===== src/rtl/fir_datapath.sv =====
`default_nettype none
// ============================================================================
// Module   : fir_datapath
// Purpose  : FIR execution datapath - 16-entry register file with a
//            COPY/LOAD/ADD/SUB/MUL ALU and a same-cycle overflow flag.
// Revision : 1.0 - initial release
// ============================================================================
module fir_datapath #(
  parameter int DATA_W   = 16,
  parameter int NUM_REGS = 16
) (
  input  logic              clk,
  input  logic              n_reset,
  input  logic [2:0]        op,
  input  logic [3:0]        src1,
  input  logic [3:0]        src2,
  input  logic [3:0]        dest,
  input  logic [DATA_W-1:0] ext_sample,
  input  logic [DATA_W-1:0] ext_coeff,
  output logic              overflow,
  output logic [DATA_W-1:0] outreg_data
);

  localparam logic [2:0] c_op_copy  = 3'b001;
  localparam logic [2:0] c_op_lds   = 3'b010;
  localparam logic [2:0] c_op_ldc   = 3'b011;
  localparam logic [2:0] c_op_add   = 3'b100;
  localparam logic [2:0] c_op_sub   = 3'b101;
  localparam logic [2:0] c_op_mul   = 3'b110;

  logic [DATA_W-1:0]   r_regs [NUM_REGS];
  logic [DATA_W-1:0]   w_a;
  logic [DATA_W-1:0]   w_b;
  logic [DATA_W:0]     w_sum;
  logic [DATA_W:0]     w_diff;
  logic [2*DATA_W-1:0] w_prod;
  logic [DATA_W-1:0]   w_result;
  logic                w_we;
  logic                w_ovf;

  // Operands always come from the pre-edge register values (no bypass).
  assign w_a = r_regs[src1];
  assign w_b = r_regs[src2];

  // One extra bit on add/sub exposes carry and borrow directly.
  assign w_sum  = {1'b0, w_a} + {1'b0, w_b};
  assign w_diff = {1'b0, w_a} - {1'b0, w_b};
  assign w_prod = {{DATA_W{1'b0}}, w_a} * {{DATA_W{1'b0}}, w_b};

  always_comb begin
    w_we     = 1'b0;
    w_ovf    = 1'b0;
    w_result = '0;
    case (op)
      c_op_copy: begin
        w_we     = 1'b1;
        w_result = w_a;
      end
      c_op_lds: begin
        w_we     = 1'b1;
        w_result = ext_sample;
      end
      c_op_ldc: begin
        w_we     = 1'b1;
        w_result = ext_coeff;
      end
      c_op_add: begin
        w_we     = 1'b1;
        w_result = w_sum[DATA_W-1:0];
        w_ovf    = w_sum[DATA_W];
      end
      c_op_sub: begin
        w_we     = 1'b1;
        w_result = w_diff[DATA_W-1:0];
        w_ovf    = w_diff[DATA_W];
      end
      c_op_mul: begin
        w_we     = 1'b1;
        w_result = w_prod[DATA_W-1:0];
        w_ovf    = |w_prod[2*DATA_W-1:DATA_W];
      end
      default: begin
        w_we     = 1'b0;
      end
    endcase
  end

  // Truncated result is stored even on overflow; the controller decides.
  always_ff @(posedge clk or negedge n_reset) begin
    if (!n_reset) begin
      for (int i = 0; i < NUM_REGS; i++) begin
        r_regs[i] <= '0;
      end
    end else if (w_we) begin
      r_regs[dest] <= w_result;
    end
  end

  assign overflow    = w_ovf;
  assign outreg_data = r_regs[0];

endmodule
`default_nettype wire


===== config.mk =====
export PLATFORM = sky130hd
export DESIGN_NAME = fir_datapath
export DESIGN_NICKNAME = d
export VERILOG_FILES = /design/src/rtl/fir_datapath.sv
export SDC_FILE = /design/constraint.sdc
export NUM_CORES = 1
export LEC_CHECK = 0
export CAP_MARGIN = 20
export CORE_ASPECT_RATIO = 1.75
export CORE_MARGIN = 5
export CORE_UTILIZATION = 65
export CTS_BUF_LIST = sky130_fd_sc_hd__clkbuf_4
export DETAILED_ROUTE_END_ITERATION = 6
export MAX_ROUTING_LAYER = met4
export PLACE_DENSITY_LB_ADDON = 0.12
export SETUP_SLACK_MARGIN = 0.4
export SLEW_MARGIN = 20
export SYNTH_ARGS = -nofsm -noshare
export SYNTH_HDL_FRONTEND = slang
export SYNTH_SLANG_ARGS = --single-unit

===== constraint.sdc =====
create_clock -name clk -period 18.3 [get_ports clk]
set_input_delay 3.66 -clock clk [delete_from_list [all_inputs] [get_ports clk]]
set_output_delay 3.66 -clock clk [all_outputs]
set_load 0.005 [all_outputs]

* After elaboration in Yosys (flattened, before gate mapping)
Index checks and enable logic that the tools add are counted.
** Storage, ports and cells
- Input bits :: 49
- Output and inout port bits :: 17
- Logic and storage cells :: 47
- Flip-flop bits (word level) :: 256
** Operators by class
- Equal/unequal tests :: 6
- Reductions and logical operators :: 3
- Multipliers :: 1
- Bitwise gates (word level) :: 3
- Muxes and demuxes :: 12
- Add/subtract/negate cells :: 2
- $lt $le $gt $ge :: 4
** Operators with widths (count)
- 256-bit bitwise mux :: 1
- 16-bit binary-select mux with 4-bit select :: 2
- 16-bit one-hot mux with 6 select lines :: 1
- 16-bit two-way mux :: 5
- 16-bit demux with 4-bit select :: 1
- 16-bit by 16-bit multiplier with 32-bit output :: 1
- 16-bit by 16-bit adder with 17-bit output :: 1
- 16-bit by 16-bit subtractor with 17-bit output :: 1
- 16-bit OR reduction :: 1
- 5-bit >= comparator (second input constant) :: 3
- 4-bit NOT with 5-bit output :: 3
- 3-bit == test (second input constant) :: 3
- 3-bit by 2-bit == test with 1-bit output (second input constant) :: 2
- 6-bit OR reduction :: 1
- 5-bit by 1-bit < comparator with 1-bit output (second input constant) :: 1
- 3-bit by 1-bit == test with 1-bit output (second input constant) :: 1
- 1-bit one-hot mux with 3 select lines :: 1
- 1-bit logical AND :: 1
- 1-bit two-way mux :: 1

* Logic depth before layout (Yosys ltp)
Gate-level depths: netlist (run 1).
- Word-level depth :: 7
- Depth in mapped cells :: 32
- Gate-level depth less buffers :: 28

* Worst setup path before layout (run 1)
OpenSTA, ideal clock, no wires.
- Kind :: input port to output port
- Start point :: input src2[0]
- End point :: output overflow
- Arrival :: 11.402 ns
- Stages on the path :: 27
- Path buffers :: 3
- Slack :: 3.238 ns
- Data required time :: 14.640 ns
- Cells stage by stage :: buf_2 > buf_1 > mux4_2 > mux2i_1 > nand2_1 > o21ai_1 > clkinv_1 > ha_1 > fa_1 > inv_1 > fa_1 > fa_1 > fa_1 > fa_1 > fa_1 > inv_1 > ha_1 > clkbuf_1 > and3_1 > nand3_1 > a2111oi_0 > nor3_1 > o31a_1 > xnor2_1 > or4_1 > nor4_1 > a21oi_1
** Between the ends
- Word-level cells in the longest chain between the ends :: 7
- Elaborated cells between the ends (all ways) :: 9
- Classes of those cells :: add/sub: 2; mul: 1; mux: 4; bitwise: 1; reduce/logical: 1
** RTL lines
- start, declared :: line 16 : input logic [3:0] src2,
- 4-bit NOT with 5-bit output (implied by the code) * :: line 43 : assign w_b = r_regs[src2];
- 16-bit binary-select mux with 4-bit select * :: line 43
- 16-bit two-way mux (implied by the code) * (2 in series) :: line 43
- 16-bit by 16-bit multiplier with 32-bit output :: line 48 : assign w_prod = {{DATA_W{1'b0}}, w_a} * {{DATA_W{1'b0}}, w_b};
- 16-bit OR reduction :: line 80 : w_ovf = |w_prod[2*DATA_W-1:DATA_W];
- 1-bit one-hot mux with 3 select lines * :: line 54 : case (op)
- end, declared :: line 20 : output logic overflow,
Mark *: on every way between the ends. The rest lies on a longest branch, timed or not. The select of a mux whose other input is x is not followed.

* Final worst setup path (run 1)
- Start point :: input src1[1]
- End point :: output overflow
** Between the ends
- Word-level cells in the longest chain between the ends :: 7
- Elaborated cells between the ends (all ways) :: 9
- Classes of those cells :: add/sub: 2; mul: 1; mux: 4; bitwise: 1; reduce/logical: 1
** RTL lines
- start, declared :: line 15 : input logic [3:0] src1,
- 4-bit NOT with 5-bit output (implied by the code) * :: line 42 : assign w_a = r_regs[src1];
- 16-bit binary-select mux with 4-bit select * :: line 42
- 16-bit two-way mux (implied by the code) * (2 in series) :: line 42
- 16-bit by 16-bit multiplier with 32-bit output :: line 48
- 16-bit OR reduction :: line 80
- 1-bit one-hot mux with 3 select lines * :: line 54
Marked as above.

==> results of run 1 <==
[logic make-up after synthesis]
| kind of cell | count (synthesis) | share of synthesized area (%) |
|---|---|---|
| xor+xnor | 31 | 1.12 |
| buf+inv | 457 | 7.98 |
| flops | 256 | 26.5 |
| mux | 269 | 18.6 |
| compound gates | 444 | 11.1 |
| simple gates | 676 | 11.5 |
| fa+ha+maj | 332 | 23.2 |
[tightest hold or removal path: cells and delay by family, from the launching register on]
| kind | cells | cell delay [ps] |
|---|---|---|
| AOI/OAI and AO/OA | 1 | 60 |
| DFF | 1 | 360 |
| and+or+nand+nor | 1 | 50 |
[flip-flops by register name (all words and copies together), names as in the netlist]
name	cells
outreg_data	16
r_regs	240
[routing by layer]
metal / track usage, % / up-vias
met3: 4.05 / 358
li1: - / 8451
met1: 40.9 / 9635
met2: 63.8 / 904
met5: - / -
met4: 25.3 / 0
[metrics by stage]
stage	cells	util [%]	instance area (µm²)	hold WS, ps
2_1_floorplan	2465	-	24200	457
3_3_place_gp	2913	68.5	25200	473
3_5_place_dp	2913	68.5	25200	490
4_1_cts	3006	70.3	25800	506
5_1_grt	3008	70.4	25900	532
6_report	3008	70.4	25900	502
[final cells by class]
type / count / area, µm² / share of cell area, %
Antenna cell: 1 / 2.50 / 0.00967
Sequential cell: 256 / 6410 / 24.8
Timing Repair Buffer: 136 / 1200 / 4.64
Clock buffer: 73 / 548 / 2.12
Tap cell: 475 / 594 / 2.30
Clock inverter: 20 / 109 / 0.421
Multi-Input combinational cell: 1752 / 15900 / 61.5
Inverter: 295 / 1110 / 4.28
[worst min-delay path by stage]
stage,from,end,slack [ps],cells after the start
after floorplan,r_regs[216],r_regs[216],460,2
after global placement,r_regs[220],r_regs[220],470,2
after detailed placement,r_regs[54],r_regs[54],490,2
after CTS,r_regs[123],r_regs[123],510,2
after global routing,r_regs[219],r_regs[219],530,2
final,r_regs[54],r_regs[54],500,2
[placed cells by master (no fill, tap or decap), types with 68 or more instances in the layout]
master and instances:
clkbuf_4 74, dfrtp_1 256, o21ai_0 117, buf_4 68
nand2_1 256, mux2_2 81, ha_1 136, fa_1 196
inv_1 288, nor2_1 310, mux4_2 116, a21oi_1 162
==> results.json, run 1 <==
{
  "routed-wl-met2_mm": 38.6,
  "grt_max_degree": 106,
  "async_reset_ff_share_pct": 100,
  "worst_slew_pin_slew_ps": 1060,
  "arrival_ps": 12880,
  "tritoncts": "built",
  "grt_pass1_vias": 20500,
  "met1_length_mm": 24.8,
  "hp-class": "flip-flop to flip-flop",
  "finalHoldViolCount": 0,
  "ys.flop_type": "dfrtp_1",
  "ys_seq_elements": 256,
  "synth_nets": 2846,
  "synthCells": 2465,
  "fillers": 2874,
  "vias": 19300,
  "critPathLaunchType": "input port",
  "r2r_setup_slack_ps": 9830,
  "period_share_pct": 90.4,
  "critPathCapture": "overflow",
  "yosysTopAreaCell": "dfrtp_1",
  "dp_hpwl_mm": 56.5,
  "r2r_start": "outreg_data[11]",
  "crit_top_cell": "fa_1",
  "fmax_mhz": 60.5,
  "clkLatencyLatePin_ps": 680,
  "slowest_delay_ps": 620,
  "final_nets": 2874,
  "cts_buffers": 52,
  "cpMaxStageDelayCell": "o21ai_2",
  "cts_buffer_depth": 3,
  "setup_violations": 0,
  "fin_ws_ps": 1760,
  "r2r_cells": 22,
  "max-slew-margin-rel_pct": 29.1,
  "rr_endpoint": "r_regs[223]",
  "drc": 0,
  "path_clk_slew_ps": 70,
  "numPortBuffers": 65,
  "gp_congestion": 0.993,
  "start_util_pct": 65.8,
  "num_rows": 93,
  "grt_use_total_pct": 37.5,
  "wirelength_mm": 73.9,
  "drive_gt1_share_pct": 16.0,
  "synth_common_cells": "nor2_1 (319), inv_1 (288), nand2_1 (257), dfrtp_1 (256), fa_1 (196)",
  "dr_wl_met3_mm": 4.36,
  "critical_path_class": "input port to primary output",
  "crit_path_start": "src1[1]",
  "crit_path_end_kind": "primary output",
  "num_io_pins": 66,
  "synth_most_common_cell": "nor2_1",
  "critical_path.max_fanout": 19,
  "postCtsHoldBufs": 0,
  "drtIter0Drc": 1495,
  "grt_setup_unrepaired": "no",
  "ys_top_cells_by_area": "dfrtp_1 (26%), fa_1 (16%), mux4_2 (11%)",
  "cts.sinks": 256,
  "crit_cells": 27,
  "synth_top_area_share_pct": 26.5,
  "grt_overflow": 0,
  "grt_pass1_wl_mm": 115,
  "root_buffer": "clkbuf_4",
  "htreeDepth": 2,
  "ant_nets": 0,
  "synthToLayoutAreaGrowth_pct": 6.92,
  "topRoutingLayerUsed": "met4",
  "fin_crit_ps": 16540,
  "cts_resized": 0,
  "outcome": "completed",
  "die_area_um2": 41300,
  "ys_seq_area_share_pct": 26.5,
  "yosys.cell_types.count": 79,
  "antenna_found_initial": 1,
  "vias_per_cell": 6.43,
  "setup_tns_ps": 0,
  "die_w_um": 156,
  "critPathBufInv": 7,
  "crit_family": "adder cells",
  "post-place-ws_ps": 1810,
  "required_ps": 14640,
  "maxCapViolations": 0,
  "cts_setup_buffers": 0,
  "core_um2": 36800,
  "synth_area_um2": 24200,
  "wl_per_cell_um": 24.6,
  "synth_warnings": 0,
  "dr.pass1.iters": 6,
  "synth-edff-count": 0,
  "drv_slew": 0,
  "avgSynthCellArea_um2": 9.82,
  "die_h_um": 265,
  "skew_ps": 43.6
}
Power of run 1 is left out: the tool's default activity adds up to more than one toggle a clock period on the data nets, which glitch-free logic cannot reach.
==> run 2, diff against run 1 <==
SLEW_MARGIN = 10   (was 20)
==> results.json, run 2 (synthesized netlist as in run 1, its figures left out) <==
{
  "top_register": "r_regs",
  "critical_path_class": "input port to primary output",
  "dp_hpwl_mm": 56.5,
  "critPathLaunchType": "input port",
  "worst_slew_pin_slew_ps": 1170,
  "cts_setup_buffers": 0,
  "drive_gt1_share_pct": 16.0,
  "wl_per_cell_um": 24.6,
  "critical_path.max_fanout": 19,
  "layout_commonest_cell": "nor2_1",
  "grt_pass1_wl_mm": 115,
  "maxCapViolations": 0,
  "die_h_um": 265,
  "cpMaxStageDelayCell": "o21ai_2",
  "mostFrequentLayoutCells": "nor2_1 (310), inv_1 (288), nand2_1 (257)",
  "gp_congestion": 0.993,
  "hp-class": "flip-flop to flip-flop",
  "dr.pass1.iters": 6,
  "core_um2": 36800,
  "ant_nets": 0,
  "arrival_ps": 12860,
  "htreeDepth": 2,
  "die_w_um": 156,
  "r2r_cells": 22,
  "required_ps": 14640,
  "fin_crit_ps": 16520,
  "max-slew-margin-rel_pct": 21.8,
  "critPathBufInv": 7,
  "drc": 0,
  "die_area_um2": 41300,
  "grt_setup_unrepaired": "no",
  "slowest_delay_ps": 590,
  "wirelength_mm": 74.1,
  "num_rows": 93,
  "crit_cells": 27,
  "vias_per_cell": 6.43,
  "largest_register_ffs": 240,
  "min_path_cells": 2,
  "grt_max_degree": 106,
  "crit_path_end_kind": "primary output",
  "vias": 19400,
  "cts_buffer_depth": 3,
  "grt_overflow": 0,
  "drtIter0Drc": 1540,
  "cts_buffers": 52,
  "numPortBuffers": 65,
  "start_util_pct": 65.8,
  "fmax_mhz": 60.5,
  "grt_use_total_pct": 37.5,
  "skew_ps": 56.8,
  "postCtsHoldBufs": 0,
  "period_share_pct": 90.3,
  "grt_pass1_vias": 20500,
  "cts_resized": 0,
  "crit_top_cell": "fa_1",
  "path_clk_slew_ps": 70,
  "setup_violations": 0,
  "antenna_found_initial": 1,
  "crit_family": "adder cells",
  "num_io_pins": 66,
  "clkLatencyLatePin_ps": 690,
  "final_nets": 2877,
  "outcome": "completed",
  "finalHoldViolCount": 0,
  "synthToLayoutAreaGrowth_pct": 7.06,
  "drv_slew": 0,
  "tritoncts": "built",
  "root_buffer": "clkbuf_4",
  "setup_tns_ps": 0,
  "cts.sinks": 256
}
[run 2: layer usage]
layer	vias up	share of wire (%)	GRT usage, %
met5	-	0	-
li1	8457	-	-
met3	329	5.6	4.05
met4	0	8.2	25.3
met1	9710	34	40.9
met2	879	52	63.8
[run 2: worst register-to-register path, delay by kind of cell (launching register included)]
kind | cells | cell delay [ps]
AO/OA/AOI/OAI | 7 | 2600
XOR/XNOR | 1 | 200
adder cells (fa/ha/maj) | 7 | 3370
buffers and inverters | 4 | 740
flip-flops | 1 | 470
multiplexers | 2 | 780
AND/OR/NAND/NOR | 1 | 250
[run 2: final cells by class]
class	count	area, µm²
diodes	1	2.50
fillers	2869	10900
clock buffers	73	548
inverters	295	1110
multi-input cells	1752	15900
repair buffers	139	1250
clock inverters	20	109
flip-flops and latches	256	6410
well taps	475	594
[run 2: worst paths after layout]
| kind | startpoint | endpoint | slack (ps) |
|---|---|---|---|
| min reg2reg | r_regs[54] | r_regs[54] | 510 |
| max in group asynchronous | n_reset | r_regs[136] | 13190 |
| min | r_regs[54] | r_regs[54] | 510 |
| max | src1[1] | overflow | 1780 |
| max reg2reg | outreg_data[11] | r_regs[223] | 9770 |
| min in group asynchronous | n_reset | r_regs[166] | 3040 |
[run 2: per-stage QoR]
| stage | worst slack [ps] | util (%) | cell area (µm²) | instances | hold WS [ps] |
|---|---|---|---|---|---|
| final | 1780 | 70.5 | 25900 | 3011 | 505 |
| after global routing | 1220 | 70.5 | 25900 | 3011 | 532 |
| after CTS | 1800 | 70.3 | 25800 | 3006 | 506 |
| after detailed placement | 1810 | 68.5 | 25200 | 2913 | 490 |
| after global placement | 1880 | 68.5 | 25200 | 2913 | 473 |
| after floorplan | 3240 | - | 24200 | 2465 | 457 |
Power of run 2 is left out for the same reason.
